File: config.mk
export PLATFORM = sky130hd
export DESIGN_NAME = if_fetch_unit
export DESIGN_NICKNAME = d
export VERILOG_FILES = /design/src/rtl/if_fetch_unit.sv
export SDC_FILE = /design/constraint.sdc
export NUM_CORES = 1
export LEC_CHECK = 0
export ABC_AREA = 0
export ABC_CLOCK_PERIOD_IN_PS = 2650
export CORE_MARGIN = 3
export CORE_UTILIZATION = 45
export DETAILED_ROUTE_END_ITERATION = 10
export MAX_ROUTING_LAYER = met4
export PLACE_DENSITY = 0.86
export REMOVE_ABC_BUFFERS = 1
export SKIP_CTS_REPAIR_TIMING = 1
export SLEW_MARGIN = 5
export SYNTH_ARGS = -nofsm -noshare
export SYNTH_HDL_FRONTEND = slang
export SYNTH_SLANG_ARGS = --single-unit
File: constraint.sdc
create_clock -name clk -period 2.65 [get_ports clk]
set_input_delay 0.53 -clock clk [delete_from_list [all_inputs] [get_ports clk]]
set_output_delay 0.53 -clock clk [all_outputs]
set_load 0.01 [all_outputs]
File: src/rtl/if_fetch_unit.sv
// Instruction-fetch stage: fetch PC, imem request handshake, one-entry stall buffer, IF/ID register.
// Define IF_PERF_CNT_EN to add saturating fetch_cnt/bubble_cnt outputs.
module if_fetch_unit #(
    parameter logic [31:0] RESET_PC = 32'h0000_0000,
    parameter logic [31:0] NOP_INST = 32'h0000_0000
) (
    input  logic        clk,
    input  logic        rst,
    input  logic        stall,
    input  logic [1:0]  pcsrc,
    input  logic        branch_taken,
    input  logic [31:0] imm,
    input  logic [31:0] rs_data,
    output logic        imem_req,
    output logic [31:0] imem_addr,
    input  logic        imem_ready,
    input  logic [31:0] imem_rdata,
    output logic [31:0] pc,
    output logic [31:0] inst,
    output logic        inst_valid
`ifdef IF_PERF_CNT_EN
    ,
    output logic [31:0] fetch_cnt,
    output logic [31:0] bubble_cnt
`endif
);
    localparam logic [1:0] REQ   = 2'd0;
    localparam logic [1:0] HOLD  = 2'd1;
    localparam logic [1:0] DRAIN = 2'd2;

    logic [1:0]  state_q, state_d;
    logic [31:0] fetch_pc_q, fetch_pc_d;
    logic [31:0] drain_addr_q, drain_addr_d;
    logic [31:0] hold_inst_q, hold_inst_d;
    logic        req_q;
    logic [31:0] pc_q, inst_q;
    logic        valid_q;

    logic        take, ready;
    logic [31:0] target, fetch_pc_inc;
    logic        load_valid;
    logic [31:0] load_pc, load_inst;

    assign take = valid_q & ~stall &
                  ((pcsrc == 2'd2) | (pcsrc == 2'd3) | ((pcsrc == 2'd1) & branch_taken));
    assign target       = (pcsrc == 2'd3) ? (rs_data & 32'hFFFF_FFFC) : imm;
    assign fetch_pc_inc = fetch_pc_q + 32'd4;
    // req_q is low for the first cycle out of reset, so a late response to an aborted request
    // is never mistaken for a fresh one.
    assign ready = imem_ready & req_q;

    // Whenever stall is low IF/ID is reloaded; a bubble unless a valid word is selected below.
    always_comb begin
        state_d      = state_q;
        fetch_pc_d   = fetch_pc_q;
        drain_addr_d = drain_addr_q;
        hold_inst_d  = hold_inst_q;
        load_valid   = 1'b0;
        load_pc      = pc_q;
        load_inst    = NOP_INST;
        case (state_q)
            REQ: begin
                if (take) begin
                    fetch_pc_d = target;
                    if (!ready) begin
                        state_d      = DRAIN;
                        drain_addr_d = fetch_pc_q;
                    end
                end else if (ready && stall) begin
                    hold_inst_d = imem_rdata;
                    fetch_pc_d  = fetch_pc_inc;
                    state_d     = HOLD;
                end else if (ready) begin
                    load_valid = 1'b1;
                    load_pc    = fetch_pc_q;
                    load_inst  = imem_rdata;
                    fetch_pc_d = fetch_pc_inc;
                end
            end
            HOLD: begin
                if (take) begin
                    fetch_pc_d = target;
                    state_d    = REQ;
                end else if (!stall) begin
                    load_valid = 1'b1;
                    load_pc    = fetch_pc_q - 32'd4;
                    load_inst  = hold_inst_q;
                    state_d    = REQ;
                end
            end
            DRAIN: begin
                if (take) begin
                    fetch_pc_d = target;
                end
                if (ready) begin
                    state_d = REQ;
                end
            end
            default: state_d = REQ;
        endcase
    end

    always_ff @(posedge clk) begin
        if (rst) begin
            state_q      <= REQ;
            fetch_pc_q   <= RESET_PC;
            drain_addr_q <= RESET_PC;
            hold_inst_q  <= NOP_INST;
            req_q        <= 1'b0;
            pc_q         <= 32'h0000_0000;
            inst_q       <= NOP_INST;
            valid_q      <= 1'b0;
        end else begin
            state_q      <= state_d;
            fetch_pc_q   <= fetch_pc_d;
            drain_addr_q <= drain_addr_d;
            hold_inst_q  <= hold_inst_d;
            req_q        <= (state_d != HOLD);
            if (!stall) begin
                pc_q    <= load_pc;
                inst_q  <= load_inst;
                valid_q <= load_valid;
            end
        end
    end

    assign imem_req   = req_q;
    assign imem_addr  = (state_q == DRAIN) ? drain_addr_q : fetch_pc_q;
    assign pc         = pc_q;
    assign inst       = inst_q;
    assign inst_valid = valid_q;

`ifdef IF_PERF_CNT_EN
    logic [31:0] fetch_cnt_q, bubble_cnt_q;

    always_ff @(posedge clk) begin
        if (rst) begin
            fetch_cnt_q  <= 32'h0;
            bubble_cnt_q <= 32'h0;
        end else if (!stall) begin
            if (load_valid) begin
                if (fetch_cnt_q != 32'hFFFF_FFFF) fetch_cnt_q <= fetch_cnt_q + 32'd1;
            end else begin
                if (bubble_cnt_q != 32'hFFFF_FFFF) bubble_cnt_q <= bubble_cnt_q + 32'd1;
            end
        end
    end

    assign fetch_cnt  = fetch_cnt_q;
    assign bubble_cnt = bubble_cnt_q;
`endif
endmodule

Word level (Yosys, flattened, before mapping)
Cells that the tools add are included.
{"block": "word_totals", "ff_bits": 164}
{"block": "classes", "addsub": 2, "n_eq_ne": 12, "mux": 29, "n_bitwise": 9, "reduce_logical": 9}
{"operator": "two-way mux 32 bit", "n": 14}
{"operator": "case mux 32 bit (2 select lines)", "n": 3}
{"operator": "adder 32 x 3 -> 32 bit, second input constant", "n": 1}
{"operator": "subtractor 32 x 3 -> 32 bit, second input constant", "n": 1}
{"operator": "two-way mux 2 bit", "n": 6}
{"operator": "AND reduction 3 bit", "n": 3}
{"operator": "!= test 2 bit, second input constant", "n": 4}
{"operator": "== test 2 bit, second input constant", "n": 3}
{"operator": "case mux 2 bit (3 select lines)", "n": 1}
{"operator": "AND reduction 6 bit", "n": 1}
{"operator": "bitwise AND 1 bit", "n": 4}
{"operator": "== test 2 x 1 -> 1 bit, second input constant", "n": 2}
{"operator": "two-way mux 1 bit", "n": 4}
{"operator": "!= test 2 x 1 -> 1 bit, second input constant", "n": 2}
{"operator": "!= test 4 bit, second input constant", "n": 1}
{"operator": "nonzero test 2 bit", "n": 2}
{"operator": "inverter 1 bit", "n": 3}
{"operator": "logical NOT 2 bit", "n": 1}
{"operator": "bitwise OR 1 bit", "n": 2}
{"operator": "case mux 1 bit (2 select lines)", "n": 1}
{"operator": "OR reduction 2 bit", "n": 1}
{"operator": "logical AND 1 bit", "n": 1}

Logic depth before layout (Yosys ltp)
Gate-level depths: netlist of the first run.
{"block": "logic_depth", "depth_word": 7, "ltp_mapped": 9, "ltp_nobuf": 7}

Least setup slack after synthesis of the first run
No wires, ideal clock.
{"block": "synth_timing", "path_type": "register -> register", "startpoint": "register fetch_pc_q[2]", "endpoint": "register pc_q[24] (netlist: pc[24])", "arrival_ns": 2.301, "required_time_ns": 2.559, "slack_ns": 0.258, "stages_incl_launch_ff": 9, "path_buffers": 2, "synth_period_minus_slack_ns": 2.392, "path_cell_list": "dfxtp_1 > clkbuf_1 > inv_1 > ha_1 > or4bb_1 > or4b_1 > buf_4 > or3_1 > a311oi_1"}
{"block": "synth_between", "elab_chain_cells": 3}
{"item": "from (decl)", "line_no": "32", "rtl": "logic [31:0] fetch_pc_q, fetch_pc_d;"}
{"item": "from (signal assigned)", "line_no": "115", "rtl": "fetch_pc_q <= fetch_pc_d;"}
{"item": "subtractor 32 x 3 -> 32 bit", "line_no": "86", "rtl": "load_pc = fetch_pc_q - 32'd4;"}
{"item": "two-way mux 32 bit", "line_no": "81", "rtl": "if (take) begin"}
{"item": "case mux 32 bit (2 select lines)", "line_no": "61", "rtl": "case (state_q)"}
{"item": "to (signal assigned)", "line_no": "120", "rtl": "pc_q <= load_pc;"}
{"item": "to (decl)", "line_no": "36", "rtl": "logic [31:0] pc_q, inst_q;"}
No other way between the ends. The select of a mux whose other input is x is not followed.
A chain may end at the register's enable or synchronous reset.

Worst setup path in the final report of the first run
{"block": "layout_timing", "startpoint": "register state_q[0]", "endpoint": "output imem_addr[29]"}
{"block": "layout_between", "elab_chain_cells": 2}
{"item": "from (decl)", "line_no": "31", "rtl": "logic [1:0] state_q, state_d;"}
{"item": "from (signal assigned)", "line_no": "114", "rtl": "state_q <= state_d;"}
{"item": "== test 2 bit", "line_no": "128", "rtl": "assign imem_addr = (state_q == DRAIN) ? drain_addr_q : fetch_pc_q;"}
{"item": "two-way mux 32 bit", "line_no": "128"}
{"item": "to (decl)", "line_no": "15", "rtl": "output logic [31:0] imem_addr,"}
No other way between the ends.

==> impl_metrics.yaml, run 1 <==
outcome:
  outcome: "finished clean"
drt:
  drc: 0
  drt_pre_antenna_iters: 5
  drtIter0Drc: 993
  antenna_left: 0
  via_count: 8542
  wl_per_cell_microns: 17.5
  totalWireLength_microns: 25800
  viasPerCell: 5.81
sta:
  rsz0062_at_grt: "no"
  slew_violations: 0
  fmax_mhz: 390
  finalSetupViolations: 0
  hold_violations: 0
  worstMarginPinSlew_ns: 0.560
  clock_skew_ns: 0.0131
  relSlewSlack_pct: 62.4
  setup_ws_ns: 0.0840
  fin_crit_ns: 2.57
  period_share_pct: 96.8
floorplanning:
  rows: 48
  die_h_microns: 140
  start_util_pct: 46.3
  core_sq_um: 17500
  die_width_microns: 140
  pin_count: 201
  die_area_sq_um: 19600
clock_network:
  cts.sinks: 164
  clock_path_buffers: 2
  numCtsBuffers: 17
  clk-insertion-delay-late_ns: 0.44
  clkTransAtPathRegs_ns: 0.07
  h-tree-depth: 4
  cts_tree: "yes"
  cts_root_buf: "clkbuf_16"
power_and_ir_drop:
  p_clk_share_pct: 40.8
  cellPowerDensity_nw_per_um2: 568
  sw_frac_of_total_pct: 28.2
  p_total_mw: 6.40
  p_comb_share_pct: 17.9
  p_switching_mw: 1.81
  p_leak_nw: 4.40
  p_int_mw: 4.59
  pwr-share-seq_pct: 41.3
  ir_worst_vdd_mv: 0.587
grt:
  grt_pass1_vias: 8031
  grt_max_degree: 48
  antenna_found_initial: 1
  grt.total_usage_pct: 26.0
  gr-total-overflow: 0
  grt_pass1_wl_microns: 40700
setup_path:
  start_kind: "flop"
  rrSetupSlack_ns: 0.13
  slowest_stage: "dfxtp_1"
  path_common_cell: "buf_4"
  path_class: "reg -> out"
  cp-end-kind: "primary output"
  r2r.worst_path.cells: 6
  crit_chain: "inv_2, ha_4, buf_4, clkbuf_16, buf_4, mux2_2, dlymetal6s2s_1"
  max_stage_delay_ns: 0.41
  cp_max_fo: 7
  required_ns: 2.12
  cp_data_arrival_time_ns: 2.04
placement:
  pre_cts_slack_ns: 0.0306
  portBuffers: 198
  dpl.hpwl_microns: 17300
  routabilityCongestion: 0.946
logic_synthesis:
  synthFlopType: "dfxtp_1"
  seq_area_frac_synth_pct: 40.6
  yosysWarnings: 0
  synth-seq-cells: 164
  ys_types: 53
  async_flop_share_pct: 0
  synth_cells: 1063
  avgSynthCellArea_sq_um: 7.61
  synth-edff-count: 0
  synthesis.area_sq_um: 8090
worst_hold_path:
  hold_path_depth: 2
  hold_path_class: "reg -> reg"
finish:
  multi_input_area_sq_um: 4450
  drive_gt1_share_pct: 10.8
  final-seq-area_sq_um: 3280
  layout_common_cells: "251 x nand2_1, 166 x clkdlybuf4s50_1, 164 x dfxtp_1"
  final_nets: 1342
  syn2layout_area_growth_pct: 39.2
  fillCellCount: 1405
  layout_commonest_cell: "nand2_1"
run:
  cap_violations: 0
## power groups by stage
stage | registers, mW | logic [mW] | clock network, mW
after global routing | 2.65 | 1.24 | 2.75
final | 2.64 | 1.15 | 2.61
after CTS | 2.64 | 1.13 | 2.63
after detailed placement | 2.69 | 1.12 | 0
after floorplan | 2.70 | 0.507 | 0
after global placement | 2.69 | 1.10 | 0
## layout make-up
| type | instances | share of cell area [%] |
|---|---|---|
| Clock buffer | 17 | 3.78 |
| Inverter | 10 | 0.333 |
| Clock inverter | 14 | 1.70 |
| Tap cell | 225 | 2.50 |
| Multi-Input combinational cell | 789 | 39.5 |
| Antenna cell | 1 | 0.0222 |
| Timing Repair Buffer | 251 | 23.0 |
| Sequential cell | 164 | 29.1 |
## path summary, 6_finish.rpt
check                              from                     to
hold / removal    inst[16]$_SDFFE_PP0N_  inst[16]$_SDFFE_PP0N_
hold reg to reg   inst[16]$_SDFFE_PP0N_  inst[16]$_SDFFE_PP0N_
setup reg to reg  state_q[1]$_SDFF_PP0_    pc[24]$_SDFFE_PP0P_
setup / recovery  state_q[0]$_SDFF_PP0_          imem_addr[29]
## per-layer routing
layer	GRT usage [%]	wire, microns	share of wire [%]	up-vias
met4	9.94	787	3.1	0
met2	41.5	12400	48	447
met5	-	0	0	-
met3	5.67	2210	8.6	69
li1	-	-	-	4079
met1	32.2	10400	40	3947
## Yosys cell counts (all sizes together), types with 2 or more instances
| cell type | number | share of area, % |
|---|---|---|
| a221oi | 2 | 0.22 |
| nor2b | 3 | 0.23 |
| ha | 6 | 0.93 |
| a211oi | 29 | 2.8 |
| o21ai | 60 | 3.7 |
| nor3b | 5 | 0.46 |
| buf | 6 | 0.40 |
| xnor2 | 20 | 2.2 |
| nand2 | 251 | 12 |
| inv | 10 | 0.46 |
| and2 | 4 | 0.31 |
| nor3 | 32 | 2.2 |
| a31oi | 11 | 0.85 |
| or4 | 7 | 0.70 |
| nand2b | 2 | 0.15 |
| nand3 | 34 | 2.1 |
| mux2 | 27 | 3.8 |
| nand3b | 2 | 0.19 |
| a22oi | 33 | 3.1 |
| or3 | 6 | 0.46 |
| a311oi | 6 | 0.65 |
| clkbuf | 94 | 4.4 |
| nand4 | 15 | 1.2 |
| a21o | 7 | 0.65 |
| o211ai | 6 | 0.56 |
| a22o | 2 | 0.22 |
| xor2 | 5 | 0.54 |
| nor4 | 16 | 1.9 |
| mux2i | 4 | 0.49 |
| or4b | 2 | 0.25 |
| a21oi | 116 | 7.2 |
| dfxtp | 164 | 41 |
| a41o | 2 | 0.25 |
| nor2 | 52 | 2.4 |
| and3 | 11 | 0.85 |
## state kept, by name, indices dropped and copies added, names as in the netlist
register / count
drain_addr_q: 32
fetch_pc_q: 32
hold_inst_q: 32
imem_req: 1
inst: 32
inst_valid: 1
pc: 32
state_q: 2
## logic make-up (layout without fill, tap and decap cells)
logic type	Yosys count	in the layout	synth area share, %
AOI/OAI and AO/OA	282	282	20.9
xor gates and xnor gates	25	25	2.71
adders and majority gates	6	6	0.927
buffers and inverters	110	292	5.26
DFF	164	164	40.6
muxes	31	31	4.25
other	0	1	0
and+or+nand+nor	445	445	25.4
## worst max-delay path: cells and delay by family (launching register included)
family     cells  cell delay (ns)
flops          1             0.41
mux            1             0.29
buf+inv        5             0.70
fa+ha+maj      1             0.20
## stage by stage
stage / util [%] / TNS, ns / hold slack (ns) / cells / cell area, sq um
after floorplan: - / -91.45 / 0.427 / 963 / 7710
final: 64.5 / 0 / 0.454 / 1471 / 11300
after CTS: 63.5 / -2.74 / 0.455 / 1465 / 11100
after global placement: 59.9 / 0 / 0.434 / 1434 / 10500
after global routing: 64.5 / 0 / 0.468 / 1471 / 11300
after detailed placement: 59.9 / 0 / 0.441 / 1434 / 10500
Power figures use the tool's default switching activity.
==> run 2, diff against run 1 <==
ABC_AREA = 1   (was 0)
PLACE_DENSITY = 0.85   (was 0.86)
==> impl_metrics.yaml, run 2 <==
placement:
  dpl.hpwl_microns: 20500
  portBuffers: 198
  dpl-instance-area_sq_um: 11000
  routabilityCongestion: 0.963
  dp.cells: 1754
setup_path:
  crit_chain: "inv_1, ha_4, buf_12, nand2_1, o21ai_1, clkdlybuf4s50_1"
  start_kind: "flop"
  slowest_stage: "clkdlybuf4s50_1"
  cp_data_arrival_time_ns: 2.05
  required_ns: 2.12
  cp-end-kind: "primary output"
  max_stage_delay_ns: 0.57
  path_class: "reg -> out"
  cp_max_fo: 27
logic_synthesis:
  synth-edff-count: 0
  synth_cells: 1364
  avgSynthCellArea_sq_um: 6.48
  synth.area.top_cells: "dfxtp_1 37%, nand2_1 14%, o21ai_0 9.0%"
  seq_area_frac_synth_pct: 37.2
  yosysWarnings: 0
  yosysMostFrequentCell: "nand2_1"
  ys_types: 38
  ys_top_cells_by_count: "336 x nand2_1, 164 x dfxtp_1, 159 x o21ai_0"
  synthesis.area_sq_um: 8840
  synth-seq-cells: 164
  async_flop_share_pct: 0
  synthFlopType: "dfxtp_1"
  yosysTopAreaCell: "dfxtp_1"
  synth_top_area_share_pct: 37.2
drt:
  wl_per_cell_microns: 16.4
  via_count: 9653
  drc: 0
  drtIter0Drc: 1013
  totalWireLength_microns: 29300
  antenna_left: 0
  viasPerCell: 5.40
  drt_pre_antenna_iters: 6
clock_network:
  clk-insertion-delay-late_ns: 0.45
  clkTransAtPathRegs_ns: 0.07
  numCtsBuffers: 17
  h-tree-depth: 4
  cts.sinks: 164
  clock_path_buffers: 2
  cts_root_buf: "clkbuf_16"
  cts_tree: "yes"
floorplanning:
  die_area_sq_um: 21400
  rows: 50
  core_sq_um: 19000
  die_h_microns: 146
  start_util_pct: 46.5
  die_width_microns: 146
  pin_count: 201
outcome:
  outcome: "finished clean"
grt:
  antenna_found_initial: 0
  grt_max_degree: 69
  gr-total-overflow: 0
  grt.total_usage_pct: 27.6
  grt_pass1_wl_microns: 47100
  grt_pass1_vias: 9195
sta:
  slew_violations: 0
  rsz0062_at_grt: "yes"
  worstMarginPinSlew_ns: 0.821
  period_share_pct: 97.2
  hold_violations: 0
  clock_skew_ns: 0.0164
  finalSetupViolations: 0
  finalSetupTns_ns: 0
  fmax_mhz: 388
  fin_crit_ns: 2.58
  relSlewSlack_pct: 45.3
finish:
  num_antenna_cells: 0
  final_cells: 1787
  final_nets: 1623
  layout_common_cells: "336 x nand2_1, 178 x clkdlybuf4s50_1, 163 x dfxtp_1"
  final_area_sq_um: 11600
  layout_commonest_cell: "nand2_1"
  drive_gt1_share_pct: 6.75
  syn2layout_area_growth_pct: 31.7
power_and_ir_drop:
  cellPowerDensity_nw_per_um2: 558
  p_leak_nw: 4.81
  ir_worst_vdd_mv: 0.527
run:
  cap_violations: 0
worst_hold_path:
  hold_path_class: "reg -> reg"
-- run 2: cell count changes after synthesis, sizes merged, moves of 52 or more --
cell	previous run	this run
inv	10	112
nand3	34	122
nand2	251	339
clkbuf	94	42
o21ai	60	181
nor2	52	130
-- run 2: logic make-up (layout without fill, tap and decap cells) --
kind of cell               count (synthesis)  in the layout  synth area share [%]
AOI/OAI and AO/OA                        356            356                  20.7
DFF                                      164            164                  37.2
buffers and inverters                    207            370                  9.94
xor gates and xnor gates                  19             19                  1.88
adders and majority gates                  6              6                 0.849
and+or+nand+nor                          612            612                  29.5
-- run 2: worst paths after layout --
kind | startpoint | end | slack [ns] | depth (start not counted)
max | state_q[0]$_SDFF_PP0_ | imem_addr[2] | 0.07 | 6
min | inst[24]$_SDFFE_PP0N_ | inst[24]$_SDFFE_PP0N_ | 0.47 | 2
max reg2reg | state_q[1]$_SDFF_PP0_ | pc[31]$_SDFFE_PP0P_ | 0.48 | 11
min reg2reg | inst[24]$_SDFFE_PP0N_ | inst[24]$_SDFFE_PP0N_ | 0.47 | 2
-- run 2: metal layers --
metal	wire, microns	GRT usage (%)
met3	2130	6.11
met1	12200	33.8
met5	0	-
met4	733	8.75
met2	14200	45.6
-- run 2: critical path: cells and delay by family, from the launching register on --
kind / cells / cell delay, ns
buffers and inverters: 3 / 0.87
DFF: 1 / 0.34
adders and majority gates: 1 / 0.22
AOI/OAI and AO/OA: 1 / 0.09
and+or+nand+nor: 1 / 0.06
-- run 2: per-stage QoR --
stage	hold WS, ns	util, %	setup WS [ns]	power (mW)
floorplan	0.469	-	0.0726	3.41
global placement	0.452	57.6	0.273	4.04
detailed placement	0.457	57.6	0.234	4.07
CTS	0.469	60.7	-0.0775	6.50
global route	0.485	61.2	-0.000918	6.78
finish	0.467	61.2	0.0742	6.50
-- run 2: final cells by class --
type / count / area (sq um)
Timing Repair Buffer: 225 / 2330
Multi-Input combinational cell: 993 / 4690
Tap cell: 260 / 325
Clock buffer: 17 / 425
Sequential cell: 164 / 3280
Fill cell: 1727 / 7380
Inverter: 113 / 427
Clock inverter: 15 / 156
-- run 2: where the power goes --
group / internal, mW / switching, mW
Sequential: 2.59 / 0.122
Combinational: 0.549 / 0.780
Clock: 1.26 / 1.20
Total: 4.40 / 2.10
